File: config.mk
export PLATFORM = sky130hd
export DESIGN_NAME = mem_port_arbiter
export DESIGN_NICKNAME = d
export VERILOG_FILES = /design/src/rtl/mem_port_arbiter.sv
export SDC_FILE = /design/constraint.sdc
export NUM_CORES = 1
export LEC_CHECK = 0
export ABC_AREA = 1
export BUFFER_PORTS_ARGS = -buffer_cell sky130_fd_sc_hd__buf_2
export CAP_MARGIN = 20
export CELL_PAD_IN_SITES_DETAIL_PLACEMENT = 0
export CELL_PAD_IN_SITES_GLOBAL_PLACEMENT = 1
export CORE_MARGIN = 4
export CORE_UTILIZATION = 31
export DETAILED_ROUTE_END_ITERATION = 10
export GPL_TIMING_DRIVEN = 0
export PLACE_DENSITY = 0.83
export SETUP_SLACK_MARGIN = 0.3
export SLEW_MARGIN = 0
export SYNTH_ARGS = -nofsm -noshare
export SYNTH_HDL_FRONTEND = slang
export SYNTH_SLANG_ARGS = --single-unit
export TNS_END_PERCENT = 20
File: constraint.sdc
create_clock -name clk -period 2.7 [get_ports clk]
set_input_delay 0 -clock clk [delete_from_list [all_inputs] [get_ports clk]]
set_output_delay 0 -clock clk [all_outputs]
set_load 0.1 [all_outputs]
File: src/rtl/mem_port_arbiter.sv
// Shared memory port arbiter: one downstream port serving NPORTS core ports
// plus a single-byte ROM loader buffer that always wins arbitration.
module mem_port_arbiter #(
    parameter int NPORTS    = 3,
    parameter int AW        = 25,
    parameter int DW        = 16,
    parameter int PRIO_MODE = 0
) (
    input  logic                 clk,
    input  logic                 reset,
    input  logic                 load_active,
    input  logic [AW-1:0]        ld_addr,
    input  logic [7:0]           ld_data,
    input  logic                 ld_wr,
    output logic                 ld_busy,
    output logic                 ld_ovf,
    input  logic [NPORTS-1:0]    p_req,
    input  logic [NPORTS-1:0]    p_we,
    input  logic [NPORTS*AW-1:0] p_addr,
    input  logic [NPORTS*DW-1:0] p_wdata,
    output logic [NPORTS-1:0]    p_ack,
    output logic [DW-1:0]        p_rdata,
    output logic                 m_req,
    output logic                 m_we,
    output logic [AW-1:0]        m_addr,
    output logic [DW-1:0]        m_wdata,
    output logic [1:0]           m_be,
    input  logic                 m_done,
    input  logic [DW-1:0]        m_rdata
);

    localparam int IW = (NPORTS > 1) ? $clog2(NPORTS) : 1;

    localparam logic [1:0] IDLE = 2'd0;
    localparam logic [1:0] BUSY = 2'd1;
    localparam logic [1:0] RESP = 2'd2;

    logic [1:0]    state;
    logic          buf_full;
    logic [AW-1:0] buf_addr;
    logic [7:0]    buf_data;
    logic          gnt_loader;
    logic [IW-1:0] gnt_idx;
    logic [IW-1:0] rr_ptr;

    logic          sel_valid;
    logic [IW-1:0] sel_idx;
    logic [IW-1:0] cand_idx;

    logic [AW-1:0] addr_arr  [NPORTS];
    logic [DW-1:0] wdata_arr [NPORTS];

    for (genvar g = 0; g < NPORTS; g++) begin : g_unpack
        assign addr_arr[g]  = p_addr[g*AW +: AW];
        assign wdata_arr[g] = p_wdata[g*DW +: DW];
    end

    assign ld_busy = buf_full;

    // Round-robin scans upward from the port after the last core grant;
    // fixed mode always scans from port 0.
    // NOTE: every combinational output gets a default first so no path leaves it unassigned (no latch).
    always_comb begin
        sel_valid = 1'b0;
        sel_idx   = '0;
        cand_idx  = '0;
        for (int i = 0; i < NPORTS; i++) begin
            cand_idx = (PRIO_MODE == 1) ? IW'(i) : IW'((int'(rr_ptr) + 1 + i) % NPORTS);
            if (!sel_valid && p_req[cand_idx]) begin
                sel_valid = 1'b1;
                sel_idx   = cand_idx;
            end
        end
    end

    // NOTE: all state updates are non-blocking so every register samples pre-edge values.
    always_ff @(posedge clk or posedge reset) begin
        if (reset) begin
            state      <= IDLE;
            buf_full   <= 1'b0;
            buf_addr   <= '0;
            buf_data   <= '0;
            ld_ovf     <= 1'b0;
            gnt_loader <= 1'b0;
            gnt_idx    <= '0;
            rr_ptr     <= IW'(NPORTS - 1);
            p_ack      <= '0;
            p_rdata    <= '0;
            m_req      <= 1'b0;
            m_we       <= 1'b0;
            m_addr     <= '0;
            m_wdata    <= '0;
            m_be       <= '0;
        end else begin
            // A strobe is dropped whenever the buffer is still full, including its clearing cycle.
            if (ld_wr) begin
                if (buf_full) begin
                    ld_ovf <= 1'b1;
                end else begin
                    buf_full <= 1'b1;
                    buf_addr <= ld_addr;
                    buf_data <= ld_data;
                end
            end

            p_ack <= '0;

            case (state)
                IDLE: begin
                    if (buf_full) begin
                        state      <= BUSY;
                        gnt_loader <= 1'b1;
                        m_req      <= 1'b1;
                        m_we       <= 1'b1;
                        m_addr     <= {buf_addr[AW-1:1], 1'b0};
                        m_wdata    <= {(DW/8){buf_data}};
                        m_be       <= buf_addr[0] ? 2'b10 : 2'b01;
                    end else if (!load_active && sel_valid) begin
                        state      <= BUSY;
                        gnt_loader <= 1'b0;
                        gnt_idx    <= sel_idx;
                        rr_ptr     <= sel_idx;
                        m_req      <= 1'b1;
                        m_we       <= p_we[sel_idx];
                        m_addr     <= addr_arr[sel_idx];
                        m_wdata    <= wdata_arr[sel_idx];
                        m_be       <= 2'b11;
                    end
                end
                BUSY: begin
                    if (m_done) begin
                        state <= RESP;
                        m_req <= 1'b0;
                        if (!gnt_loader) begin
                            p_ack[gnt_idx] <= 1'b1;
                            if (!m_we) begin
                                p_rdata <= m_rdata;
                            end
                        end
                    end
                end
                RESP: begin
                    state <= IDLE;
                    if (gnt_loader) begin
                        buf_full <= 1'b0;
                    end
                end
                default: state <= IDLE;
            endcase
        end
    end

endmodule

==> results of run 1 <==
==> routing by layer <==
layer  GRT usage, %  part of all wire (%)  vias to the layer above
li1               -                     -                     2943
met5              0                     0                        -
met4           6.75                   2.2                        0
met1           25.0                    42                     2793
met2           34.7                    50                      200
met3           3.85                   5.6                       31
==> final timing paths <==
kind                       slack [ns]   endpoint  startpoint
max                              0.41       m_we   rr_ptr[1]
min                              0.01  m_addr[4]  p_addr[29]
max reg2reg                      0.41       m_we   rr_ptr[1]
min reg2reg                      0.46     ld_ovf      ld_ovf
max in group asynchronous        1.74  m_addr[4]       reset
min in group asynchronous        0.30  m_addr[3]       reset
==> sequential cells by signal, summed over array words and instances (netlist names) <==
signal,flops
buf_addr,25
m_addr,25
m_wdata,16
p_rdata,16
buf_data,8
p_ack,3
gnt_idx,2
m_be,2
state,2
gnt_loader,1
ld_busy,1
ld_ovf,1
m_req,1
m_we,1
rr_ptr,1
==> metrics by stage <==
step	setup WS, ns	power, uW	instance area [um^2]
after floorplan	0.267	9150	5660
after global placement	0.0882	11000	7190
after detailed placement	0.0738	11100	7230
after CTS	0.294	12700	8920
after global routing	0.273	13800	9060
final	0.414	12900	9060
==> worst max-delay path, delay by kind of cell (launching register included) <==
kind,cells,cell delay [ns]
DFF,1,0.57
buffers and inverters,4,0.50
and+or+nand+nor,5,0.49
AOI/OAI and AO/OA,2,0.41
adders and majority gates,1,0.19
==> layout by cell type (no fill, tap or decap), types with 8 or more instances in the layout <==
| cell type | synthesis | routed |
|---|---|---|
| nand2_1 | 196 | 195 |
| buf_4 | 5 | 10 |
| dlygate4sd3_1 | 0 | 135 |
| o211ai_1 | 25 | 25 |
| buf_2 | 12 | 252 |
| nor2_1 | 62 | 61 |
| clkbuf_16 | 0 | 9 |
| dfrtp_1 | 104 | 104 |
| or2_1 | 12 | 12 |
| clkbuf_1 | 8 | 8 |
| mux2_2 | 44 | 44 |
| nand3_1 | 12 | 11 |
| o211ai_2 | 16 | 16 |
| inv_1 | 55 | 53 |
| a21oi_1 | 47 | 47 |
==> timing repair <==
| action | 4_1_cts | 5_1_grt |
|---|---|---|
| pin swaps | 4 | 7 |
| endpoints found under the setup margin | 43 | 45 |
| resized for setup | 11 | 21 |
| hold endpoints to repair | 119 | 0 |
| setup buffers | 2 | 5 |
| hold buffers | 135 | 0 |
==> power by group <==
group	internal [uW]	switching [uW]
combinational	2490	6410
clock	683	621
sequential	2290	360
==> logic make-up after synthesis <==
family                   synth area share [%]
AO/OA/AOI/OAI                            12.2
multiplexers                             8.76
AND/OR/NAND/NOR                          24.3
buffers and inverters                    7.41
flip-flops                               46.5
adder cells (fa/ha/maj)                 0.885
==> cell type report <==
| cell class | count | area, um^2 |
|---|---|---|
| Multi-Input combinational cell | 459 | 2670 |
| Timing Repair Buffer | 392 | 2710 |
| Clock inverter | 5 | 38.8 |
| Buffer | 30 | 236 |
| Tap cell | 229 | 287 |
| Clock buffer | 11 | 253 |
| Inverter | 62 | 241 |
| Fill cell | 1668 | 8900 |
| Sequential cell | 105 | 2630 |
==> qor.csv, run 1 <==
metric,value,unit
status,finished clean,
H-tree levels,3,
IO Count,249,
pin count of the biggest net entering global routing,42,
Final HPWL DP,14.5,mm
critical path peak fanout,10,
via count,5967,
Sink Count,105,
Inst Count DP,1135,
Root Buffer Master,clkbuf_16,
Synth area leader,dfrtp_1,
Die Ht,143,um
PwrDens,1420,nW/um^2
clock transition at the registers of the reported paths,0.08,ns
"slowest stage delay, CP",0.57,ns
Mapped Nets,843,
GR Overflow Total,0,
post-synth top area share,46.0,%
Worst-Skew Late Latency,0.35,ns
register area share after synthesis,46.5,%
Max IR drop VDD,0.790,mV
routability cong.,0.771,
vias in the first global route,6250,
total core area,18000,um^2
"Min Clock Period, post-route",2.29,ns
ratio of cells with drive above 1 in the final layout,36.3,%
# rows,49,
P&R area growth vs syn,60.2,%
post-DR wirelength/cell,16.0,um
fin crit share,84.7,%
setup TNS,0,ns
type of origin of the critical path,register,
Final Hold Fails,0,
Final Slew Violations,0,
most common cell in the netlist,nand2_1,
Area contributors post-synth,"dfrtp_1 46%, nand2_1 13%, mux2_2 8.8%",
Post-Layout Cell Count,1293,
critical path required time,2.93,ns
IO buf count,248,
number of synthesis warnings,0,
DRT Pass-1 Iters,4,
ys async rst share,100,%
Worst-Margin Slew,0.710,ns
final setup violation count,0,
"EDFF count, synth",0,
post-route ant nets,0,
number of buffers created by CTS,9,
R2R depth,12,
Tot GR Track Use,20.0,%
Final Util,50.4,%
type of the worst min-delay path,in -> reg,
"Worst Path Class, Setup",reg -> reg,
Max Cap Violations,0,
full die area,20500,um^2
Crit-path slowest cell,dfstp_2,
drt drc,0,
Initial DRC Count,176,
Worst Path Arrival,2.52,ns
clk_skew,0.00945,ns
Syn Area/Cell,8.62,um^2
RSZ-0062 raised after global routing,yes,
synthesized cell area,5660,um^2
Hold Path Depth,5,
Cells after Synth,656,
Crit. End Element,register,
cell leakage power,0.00475,uW
TritonCTS clock tree,built,
Vias per Instance,4.61,
WHS,0.0140,ns
initial antenna violation count,0,
Antenna Cells,0,
Die Width,143,um
CTS max path bufs,2,
final net count,1246,
Rel. slew slack,52.6,%
Unique masters post-synth,35,
fmax,0.437,GHz
Starting Density,31.5,%
synth cell count leaders,"196 x nand2_1, 104 x dfrtp_1, 62 x nor2_1, 55 x inv_1, 47 x a21oi_1",
Post-synth top flop,dfrtp_1,
overall routed net length,20.7,mm
first-pass GRT wire length,32.1,mm
post-synthesis register bit count,105,
CP cell instances,"inv_1, ha_4, inv_2, nand3_2, nand2_2, nand3_1, nand3_2, nand2_4, buf_12, buf_12, o211ai_1, a21oi_1",
No activity file was read; power rests on OpenSTA's default activity.
==> inputs of run 2 (changes only) <==
Clock period 2.7 ns to 2.1 ns, I/O delays scaled along.
==> run 2 against run 1 <==
Net effect:
- the flow now finishes with violations (negative setup slack)
- clock power grew 28%
- first-iteration DRC count grew 8.0%
- clock-buffer cell count is the same
- combinational power grew 40%
- largest cell class unchanged
- hold slack lost 0.0067 ns
- global-route usage grew 0.47 points
- cell area grew 4.4%
- non-clock buffer count grew 15
- total power grew 37%
- sequential power grew 29%
- critical path depth shrank 1
- via count grew 0.92%
==> qor.csv, run 2 (same netlist as run 1, synthesis figures left out) <==
metric,value,unit,change
clock transition at the registers of the reported paths,0.08,ns,about the same
IO Count,249,,unchanged
GR Overflow Total,0,,unchanged
critical path peak fanout,6,,-4
post-route ant nets,0,,unchanged
Max Cap Violations,0,,unchanged
Rel. slew slack,40.2,%,-12 points
routability cong.,0.771,,unchanged
"CP delay by family, top",flip-flops,,
RSZ-0062 raised after global routing,yes,,
drt drc,0,,unchanged
Post-Layout Cell Count,1309,,+1.2%
"slowest stage delay, CP",0.59,ns,+0.02 ns
Regs by FF count,"buf_addr (25), m_addr (25)",,
Root Buffer Master,clkbuf_16,,
failing checks,negative setup slack,,
"commonest non-fill, non-tap cell in the layout",buf_2,,
Tot GR Track Use,20.5,%,+0.47 points
Worst-Margin Slew,0.897,ns,+0.188 ns
# rows,49,,unchanged
ratio of cells with drive above 1 in the final layout,40.0,%,+3.8 points
P&R area growth vs syn,67.2,%,
Starting Density,31.5,%,unchanged
Die Width,143,um,unchanged
first-pass GRT wire length,32.9,mm,+2.5%
CP dominant cell by count,nand3_4,,
Worst Path Arrival,2.55,ns,+0.03 ns
Max IR drop VDD,0.926,mV,+17%
DRT Pass-1 Iters,4,,unchanged
pre-CTS setup slack,-0.526,ns,-0.600 ns
IO buf count,248,,unchanged
H-tree levels,3,,unchanged
cell leakage power,0.00490,uW,+3.0%
fin crit share,111,%,+26 points
type of the worst min-delay path,in -> reg,,
"Min Clock Period, post-route",2.32,ns,+0.0383 ns
Crit. End Element,register,,
Crit path buffers/inverters,2,,-2
fill cell count,1617,,-3.1%
"Worst Path Class, Setup",reg -> reg,,
number of buffers created by CTS,9,,unchanged
TritonCTS clock tree,built,,
Final Hold Fails,0,,unchanged
post-DR wirelength/cell,16.2,um,+1.7%
Final Cell Area,9460,um^2,+4.4%
Die Ht,143,um,unchanged
Vias per Instance,4.60,,-0.31%
type of origin of the critical path,register,,
clk_skew,0.00918,ns,-0.000276 ns
overall routed net length,21.3,mm,+3.0%
Worst-Skew Late Latency,0.35,ns,about the same
final net count,1261,,+1.2%
most frequent cells in the layout,"252 x buf_2, 190 x nand2_1, 136 x dlygate4sd3_1",,
fmax,0.430,GHz,-1.6%
Final HPWL DP,14.5,mm,unchanged
status,"finished, violations left",,
via count,6022,,+0.92%
WHS,0.00734,ns,-0.00670 ns
final worst-path setup slack,-0.225,ns,-0.638 ns
initial antenna violation count,0,,unchanged
CP cell instances,"ha_4, nand2_2, nand3_4, nand2_4, nand3_4, nand3_4, nand2_4, buf_8, buf_12, o211ai_1, a21oi_1",,
Post-DP Area,7230,um^2,unchanged
worst reg-to-reg setup slack,-0.22,ns,-0.64 ns
Initial DRC Count,190,,+8.0%
pin count of the biggest net entering global routing,42,,unchanged
vias in the first global route,6404,,+2.5%
critical path required time,2.32,ns,-0.61 ns
Sink Count,105,,unchanged
CTS max path bufs,2,,unchanged
final setup violation count,47,,+47
Inst Count DP,1135,,unchanged
Final Slew Violations,0,,unchanged
Crit-path slowest cell,dfstp_2,,
full die area,20500,um^2,unchanged
total core area,18000,um^2,unchanged
PwrDens,1860,nW/um^2,+31%
[run 2: worst paths after layout]
kind                                  from        end  cells after the start
worst max-delay path             rr_ptr[1]       m_we                     11
worst max register to register   rr_ptr[1]       m_we                     11
worst min-delay path            p_addr[29]  m_addr[4]                      5
worst min register to register      ld_ovf     ld_ovf                      1
max in group asynchronous            reset  m_addr[4]                      4
min in group asynchronous            reset  m_addr[3]                      3
[run 2: routing by layer]
| layer | share of wire, % | vias to the layer above | track usage, % | wire (um) |
|---|---|---|---|---|
| li1 | - | 2972 | - | - |
| met1 | 42 | 2827 | 25.4 | 8970 |
| met2 | 51 | 191 | 35.7 | 10800 |
| met3 | 5.3 | 32 | 4.05 | 1120 |
| met4 | 1.9 | 0 | 6.85 | 412 |
| met5 | 0 | - | 0 | 0 |
[run 2: area by class of cell]
cell class / count / area [um^2] / area share, %
flip-flops and latches: 105 / 2630 / 27.8
clock inverters: 5 / 38.8 / 0.410
repair buffers: 407 / 2870 / 30.3
plain buffers: 30 / 267 / 2.82
well taps: 229 / 287 / 3.03
multi-input cells: 459 / 2850 / 30.2
inverters: 62 / 262 / 2.76
clock buffers: 11 / 253 / 2.67
diodes: 1 / 2.50 / 0.0265
[run 2: worst reg2reg max path, cell delays in order (launching register included)]
cell and delay (ns):
dfstp_2 0.59, ha_4 0.25, nand2_2 0.09, nand3_4 0.09
nand2_4 0.11, nand3_4 0.11, nand3_4 0.11, nand2_4 0.09
buf_8 0.16, buf_12 0.14, o211ai_1 0.34, a21oi_1 0.11
[run 2: timing repair]
action                                  in CTS  in global routing
cloned                                       0                  1
hold endpoints to repair                   119                  0
endpoints found under the setup margin      93                 65
resized for setup                           66                 30
buffers inserted                            14                  6
pin swaps                                   20                 19
hold buffers                               136                  0
[run 2: through the flow]
| stage | util [%] | TNS, ns | total power (uW) |
|---|---|---|---|
| final | 52.7 | -4.92 | 17600 |
| after global routing | 52.6 | -10.69 | 18800 |
| after floorplan | - | -6.19 | 11800 |
| after detailed placement | 40.2 | -21.16 | 14200 |
| after CTS | 51.6 | -2.62 | 17100 |
| after global placement | 40.0 | -19.92 | 14100 |
[run 2: report_power, final]
group          switching, uW  internal [uW]
clock                    790            877
sequential               469           2950
combinational           8700           3800
total                   9960           7620
